$ cat config.mk
export PLATFORM = sky130hd
export DESIGN_NAME = prio_encoder_7seg_seq
export DESIGN_NICKNAME = d
export VERILOG_FILES = /design/src/rtl/prio_encoder_7seg_seq.sv
export SDC_FILE = /design/constraint.sdc
export NUM_CORES = 1
export LEC_CHECK = 0
export ABC_AREA = 1
export CORE_ASPECT_RATIO = 1.25
export CORE_UTILIZATION = 45
export CTS_CLUSTER_SIZE = 16
export DETAILED_ROUTE_END_ITERATION = 12
export PLACE_DENSITY = 0.68
export SLEW_MARGIN = 20
export SYNTH_ARGS = -nofsm -noshare
export SYNTH_HDL_FRONTEND = slang
export SYNTH_SLANG_ARGS = --single-unit
$ cat constraint.sdc
create_clock -name clk -period 2.6 [get_ports clk]
set_input_delay 0.78 -clock clk [delete_from_list [all_inputs] [get_ports clk]]
set_output_delay 0.78 -clock clk [all_outputs]
set_load 0.03 [all_outputs]
$ cat src/rtl/prio_encoder_7seg_seq.sv
// Purpose : registered priority encoder (highest set bit wins) driving a hex 7-segment display, with a latch-first mode.
// Latency : SYNC_STAGES+1 rising edges from any input change to segments/none/index/change.
// Backpr. : none; free-running, pulses shorter than one clock may be missed.
// Ports   : clk, rst (async, active-high); data_in[WIDTH], mode (0 live / 1 latch-first), clear (level)
//           -> segments[6:0] (gfedcba, active-high), none (decimal point), index[IDX_W], change (1-cycle pulse).
module prio_encoder_7seg_seq #(
    parameter int WIDTH       = 16,
    parameter int SYNC_STAGES = 2,
    localparam int IDX_W      = $clog2(WIDTH)
) (
    input  logic             clk,
    input  logic             rst,
    input  logic [WIDTH-1:0] data_in,
    input  logic             mode,
    input  logic             clear,
    output logic [6:0]       segments,
    output logic             none,
    output logic [IDX_W-1:0] index,
    output logic             change
);

    localparam logic [1:0] LIVE  = 2'd0;
    localparam logic [1:0] ARMED = 2'd1;
    localparam logic [1:0] HELD  = 2'd2;

    // Synchronisers: element [0] is the first stage, [SYNC_STAGES-1] the output.
    logic [SYNC_STAGES-1:0][WIDTH-1:0] d_sync_q, d_sync_d;
    logic [SYNC_STAGES-1:0]            m_sync_q, m_sync_d;
    logic [SYNC_STAGES-1:0]            c_sync_q, c_sync_d;
    logic [WIDTH-1:0]                  d_s;
    logic                              m_s, c_s;

    logic             hit;
    logic [IDX_W-1:0] enc;

    logic [1:0]       state_q, state_d;
    logic [IDX_W-1:0] idx_q, idx_d;
    logic             none_q, none_d;
    logic [6:0]       seg_q, seg_d;
    logic             change_q, change_d;
    logic [3:0]       digit;

    always_comb begin
        d_sync_d = {d_sync_q[SYNC_STAGES-2:0], data_in};
        m_sync_d = {m_sync_q[SYNC_STAGES-2:0], mode};
        c_sync_d = {c_sync_q[SYNC_STAGES-2:0], clear};
    end

    assign d_s = d_sync_q[SYNC_STAGES-1];
    assign m_s = m_sync_q[SYNC_STAGES-1];
    assign c_s = c_sync_q[SYNC_STAGES-1];

    // Ascending scan so the last (highest) set bit overwrites lower ones.
    always_comb begin
        enc = '0;
        for (int i = 0; i < WIDTH; i++) begin
            if (d_s[i]) enc = IDX_W'(i);
        end
    end
    assign hit = |d_s;

    // Leaving latch mode loads the live value on the same edge as the state
    // change, so a mode drop shows up with the same latency as a data change.
    always_comb begin
        state_d = state_q;
        idx_d   = idx_q;
        none_d  = none_q;
        case (state_q)
            LIVE: begin
                idx_d  = enc;
                none_d = ~hit;
                if (m_s) state_d = ARMED;
            end
            ARMED: begin
                if (!m_s) begin
                    state_d = LIVE;
                    idx_d   = enc;
                    none_d  = ~hit;
                end else if (hit && !c_s) begin
                    state_d = HELD;
                    idx_d   = enc;
                    none_d  = 1'b0;
                end else begin
                    idx_d  = '0;
                    none_d = 1'b1;
                end
            end
            HELD: begin
                if (!m_s) begin
                    state_d = LIVE;
                    idx_d   = enc;
                    none_d  = ~hit;
                end else if (c_s) begin
                    state_d = ARMED;
                    idx_d   = '0;
                    none_d  = 1'b1;
                end
            end
            default: begin
                state_d = LIVE;
                idx_d   = '0;
                none_d  = 1'b1;
            end
        endcase
    end

    // Decoded from next-state values so segments line up with none/index.
    always_comb begin
        digit = 4'(idx_d);
        case (digit)
            4'h0: seg_d = 7'b0111111;
            4'h1: seg_d = 7'b0000110;
            4'h2: seg_d = 7'b1011011;
            4'h3: seg_d = 7'b1001111;
            4'h4: seg_d = 7'b1100110;
            4'h5: seg_d = 7'b1101101;
            4'h6: seg_d = 7'b1111101;
            4'h7: seg_d = 7'b0000111;
            4'h8: seg_d = 7'b1111111;
            4'h9: seg_d = 7'b1101111;
            4'hA: seg_d = 7'b1110111;
            4'hB: seg_d = 7'b1111100;
            4'hC: seg_d = 7'b0111001;
            4'hD: seg_d = 7'b1011110;
            4'hE: seg_d = 7'b1111001;
            default: seg_d = 7'b1110001;
        endcase
        if (none_d) seg_d = 7'b0000000;
    end

    assign change_d = ({none_d, idx_d} != {none_q, idx_q});

    always_ff @(posedge clk or posedge rst) begin
        if (rst) begin
            d_sync_q <= '0;
            m_sync_q <= '0;
            c_sync_q <= '0;
            state_q  <= LIVE;
            idx_q    <= '0;
            none_q   <= 1'b1;
            seg_q    <= 7'b0000000;
            change_q <= 1'b0;
        end else begin
            d_sync_q <= d_sync_d;
            m_sync_q <= m_sync_d;
            c_sync_q <= c_sync_d;
            state_q  <= state_d;
            idx_q    <= idx_d;
            none_q   <= none_d;
            seg_q    <= seg_d;
            change_q <= change_d;
        end
    end

    assign segments = seg_q;
    assign none     = none_q;
    assign index    = idx_q;
    assign change   = change_q;

endmodule
# Yosys cells after proc, flatten, opt, wreduce, memory -nomap -nowiden
# Memory sizes are Yosys's and may differ from the RTL's.
# Cells that the tools add are included.
[op_classes] n_lt_le_gt_ge=0 n_bitwise=1 div=0 reduce_logical=5 muxes=32 shifts=0 eq_ne=6 n_mul=0 add_sub_neg=0
[op_table] operator="two-way mux 4 bit" count=18
[op_table] operator="OR reduction 16 bit" count=1
[op_table] operator="case mux 4 bit (3 select lines)" count=1
[op_table] operator="two-way mux 2 bit" count=5
[op_table] operator="two-way mux 7 bit" count=1
[op_table] operator="!= test 3 bit (second input constant)" count=2
[op_table] operator="case mux 2 bit (3 select lines)" count=1
[op_table] operator="two-way mux 1 bit" count=5
[op_table] operator="!= test 5 bit" count=1
[op_table] operator="case mux 1 bit (3 select lines)" count=1
[op_table] operator="AND reduction 3 bit" count=1
[op_table] operator="== test 2 x 1 -> 1 bit (second input constant)" count=1
[op_table] operator="== test 2 bit (second input constant)" count=1
[op_table] operator="zero test 2 bit" count=1
[op_table] operator="!= test 2 bit (second input constant)" count=1
[op_table] operator="logical AND 1 bit" count=1
[op_table] operator="zero test 1 bit" count=1
[op_table] operator="NOT 1 bit" count=1
[totals] ramBits=0 rom_bits=112 latchBits=0 register_bits=51 wordCells=54 out_inout_bits=13 mem_count=1 in_bits=20
[mem_list] memory="(no name shown)" depth=16 width=7 read_ports=1 rd_clocked_by_memory_dff=0 write_ports=0 line="110" rtl="case (digit)"

# Depth between registers and ports, before layout
# An unclocked memory read counts as a cell.
[depth] word_depth=20 ltp_mapped=21 ltp_nobuf=21

# Worst setup path after synthesis
# OpenSTA, ideal clock, no wires.
[synth_path] path_type="flip-flop to flip-flop" start="reg d_sync_q (netlist bit d_s[11])" end="reg seg_q[3] (netlist: segments[3])" path_stages_with_launch=15 synth_period_minus_slack_ns=1.986 required_time_ns=2.522 n_path_buf=0 setup_ns=0.078 arrival_ns=1.909 setup_slack_ns=0.614 cell_sequence="dfrtp_1 nor2_2 nand2_2 nor2_4 nand2_2 nand2_2 nand3_2 nand2_1 o31ai_2 nand2_2 inv_1 ha_1 nand2_1 o211ai_1 a21oi_1"
[synth_between] elab_chain_len=10 elab_cells_between_ends=18 classes_between="mux: 14; bitwise: 1; reduce/logical: 2; memory: 1"
[synth_rtl] item="start, declared" line="27" rtl="logic [SYNC_STAGES-1:0][WIDTH-1:0] d_sync_q, d_sync_d;"
[synth_rtl] item="start signal, assigned" line="144" rtl="d_sync_q <= d_sync_d;"
[synth_rtl] item="two-way mux 4 bit (5 in series)" line="57" rtl="if (d_s[i]) enc = IDX_W'(i);"
[synth_rtl] item="two-way mux 4 bit" line="79" rtl="end else if (hit && !c_s) begin"
[synth_rtl] item="two-way mux 4 bit" line="75" rtl="if (!m_s) begin"
[synth_rtl] item="case mux 4 bit (3 select lines) *" line="68" rtl="case (state_q)"
[synth_rtl] item="via digit[0]" line="41" rtl="logic [3:0] digit;"
[synth_rtl] item="memory (16 x 7 bit) *"
[synth_rtl] item="two-way mux 7 bit *" line="128" rtl="if (none_d) seg_d = 7'b0000000;"
[synth_rtl] item="via seg_d[3]" line="39" rtl="logic [6:0] seg_q, seg_d;"
[synth_rtl] item="end signal, assigned" line="150" rtl="seg_q <= seg_d;"
[synth_rtl] item="end, declared" line="39"
# The timed path passes the listed nets; every way through them passes the cells marked *.
# A chain may end at the register's enable or synchronous reset.

# Worst setup path in the final report
[layout_path] start="reg none_q (netlist: none)" end="out none"
[layout_rtl] item="start, declared" line="38" rtl="logic none_q, none_d;"
[layout_rtl] item="start signal, assigned" line="149" rtl="none_q <= none_d;"
[layout_rtl] item="end, declared" line="17" rtl="output logic none,"
# No word-level cell between the ends.

==> flow_summary.json <==
{
  "outcome": "finished clean",
  "overflow": 0,
  "dr.pass1.iters": 6,
  "rr_endpoint": "segments[3]",
  "crit_path_end_kind": "primary output",
  "drc_errors": 0,
  "vias": 1413,
  "ys_warn_count": 0,
  "synth.largest_area_cell": "dfrtp_1",
  "drt_iter0_drc": 35,
  "final_cells": 295,
  "antenna_found_initial": 0,
  "p_total_mw": 1.863,
  "worstPathCellList": "clkdlybuf4s50_1",
  "syn_inst": 196,
  "vdd_drop_max_mv": 0.4266,
  "cts_tree": "done",
  "min-delay-start": "d_sync_d[18]",
  "antenna_cells": 0,
  "finalHoldViolations": 0,
  "synth_nets": 222,
  "start_util_pct": 46.71,
  "r2r_slack_ps": 350,
  "synth_top_area_share_pct": 61.46,
  "nets": 262,
  "grt_pass1_vias": 1286,
  "hold_path_depth": 0,
  "rsz0062_at_grt": "false",
  "fmax_ghz": 0.4308,
  "slew_viol_final": 0,
  "slowest_stage": "clkdlybuf4s50_1",
  "track_usage_pct": 15.26,
  "dpl.cell_count": 287,
  "period_share_pct": 89.27,
  "leakagePower_nw": 1.218,
  "yosysUniqueCellTypes": 29,
  "routedWlPerCell_um": 11.01,
  "worstSetupPathType": "flop to primary output",
  "dp_hpwl_um": 2494,
  "grt_first_pass_wirelength_um": 5499,
  "clock-sinks": 51,
  "cts.path.max_buffers": 2,
  "pin_count": 33,
  "worst_hold_path.endpoint": "d_s[2]",
  "via_per_inst": 4.790,
  "slowest_delay_ps": 670,
  "post_cts_buffers": 0,
  "path_clk_slew_ps": 90,
  "r2r-start": "d_s[4]",
  "placed_area_um2": 2449,
  "crit_fanout": 3,
  "fp.dieArea_um2": 4799,
  "cts-root-buf": "clkbuf_8",
  "core_area_um2": 4358,
  "tightestPinTransition_ps": 440.6,
  "synth_seq_cells": 51,
  "crit_family": "buffers and inverters",
  "final_cell_area_um2": 2540,
  "wl_um": 3249,
  "min_period_ps": 2321,
  "avgSynthCellArea_um2": 10.39,
  "worstSkewPairLatency_ps": 300,
  "fp.dieW_um": 62.16,
  "r2r_cells": 14,
  "cp_data_arrival_time_ps": 1540,
  "ctsHtreeMaxLevel": 2,
  "drtAntennaViolNets": 0,
  "syn2layout_area_growth_pct": 24.77,
  "setup_viol": 0,
  "fp.dieH_um": 77.20,
  "power_density_nw_per_um2": 733.6,
  "tns_ps": 0,
  "rows": 27,
  "hold_class": "flop to flop",
  "skew_ps": 4.922,
  "cp_num_buf_inv": 1,
  "synthTopCellsByArea": "dfrtp_1 (61%), nand2_1 (6.5%), inv_1 (5.7%), ha_1 (3.7%), nand3_1 (3.0%)",
  "start_kind": "flop",
  "cts_resized": 0,
  "slew_headroom_pct": 70.54,
  "drv_cap": 0,
  "fillCellCount": 383,
  "hold_ws_ps": 351.7,
  "netlist_area_um2": 2036,
  "globalplace.congestion": 0.8381,
  "cts_buffers": 5,
  "hold_buffers": 0,
  "required_ps": 1820,
  "io_buffers": 32,
  "ys_seq_area_share_pct": 62.75,
  "drive_above_1_share_pct": 12.24,
  "grt_max_degree": 35
}
[synth_stat cells]
library cell,n
a21oi_1,8
a31o_2,1
a31oi_1,2
dfrtp_1,50
dfstp_2,1
ha_1,6
inv_1,31
inv_2,1
inv_4,1
nand2_1,35
nand2_2,5
nand2_4,1
nand3_1,12
nand3_2,2
nand4_1,1
nand4_2,1
nor2_1,13
nor2_2,2
nor2_4,1
nor3_1,2
o211ai_1,2
o211ai_2,1
o21ai_0,10
o22ai_1,1
o22ai_2,1
o31ai_1,1
o31ai_2,1
or2_1,1
xor2_1,2
[flip-flops by register name, summed over array words and instances (netlist names)]
signal and cells:
d_s 16, d_sync_d 16, segments 7, index 4, c_sync_q 2, m_sync_q 2, state_q 2, change 1
none 1
[stage by stage]
stage,utilization (%),setup slack (ps)
2_1_floorplan,-,592.1
3_3_place_gp,56.19,441.3
3_5_place_dp,56.19,395.9
4_1_cts,58.28,252.8
5_1_grt,58.28,90.37
6_report,58.28,279.0
[routing by layer]
layer	track usage, %	wire length [µm]	up-vias
li1	-	-	697
met1	15.30	1172	658
met2	28.35	1863	49
met3	3.571	126	9
met4	8.837	85	0
met5	0	0	-
[area by class of cell]
cell class	count	area [µm²]	area share, %
Inverter	33	126.4	4.975
Tap cell	58	72.57	2.857
Timing Repair Buffer	33	340.3	13.40
Clock inverter	3	22.52	0.8867
Multi-Input combinational cell	112	631.9	24.88
Sequential cell	51	1277	50.30
Clock buffer	5	68.82	2.709
[cell usage in the layout, fill, tap and decap left out, types with 2 or more instances in the layout]
master / count
inv_6: 2
dfrtp_1: 50
nor2_2: 2
nor2_1: 13
a21oi_1: 8
inv_1: 30
o211ai_1: 2
a31oi_1: 2
nor3_1: 2
xor2_1: 2
nand2_2: 5
ha_1: 6
nand2_1: 35
nand3_1: 12
nand3_2: 2
inv_2: 2
clkbuf_8: 5
o21ai_0: 10
clkdlybuf4s50_1: 32
[cells by family (layout without fill, tap and decap cells)]
family                   count (synthesis)  in the layout  synth area share [%]
AND/OR/NAND/NOR                         76             76                 17.76
flip-flops                              51             51                 62.75
buffers and inverters                   33             74                 6.208
AO/OA/AOI/OAI                           28             28                 8.728
adder cells (fa/ha/maj)                  6              6                 3.688
XOR/XNOR                                 2              2                0.8606
[how the worst max path moves through the flow]
stage	startpoint	to	slack (ps)	depth (start not counted)
after global placement	m_sync_q[1]	segments[5]	440	14
final	none	none	280	1
after floorplan	rst	c_sync_q[0]	590	1
after global routing	m_sync_q[1]	segments[3]	90	14
after CTS	none	none	250	1
after detailed placement	d_s[4]	segments[3]	400	14
[where the power goes]
part           switching, mW  internal [mW]
clock network          0.263          0.195
logic                  0.296          0.196
registers             0.0356          0.878
total                  0.594           1.27
Note: power is estimated with default switching activity, not from simulation.
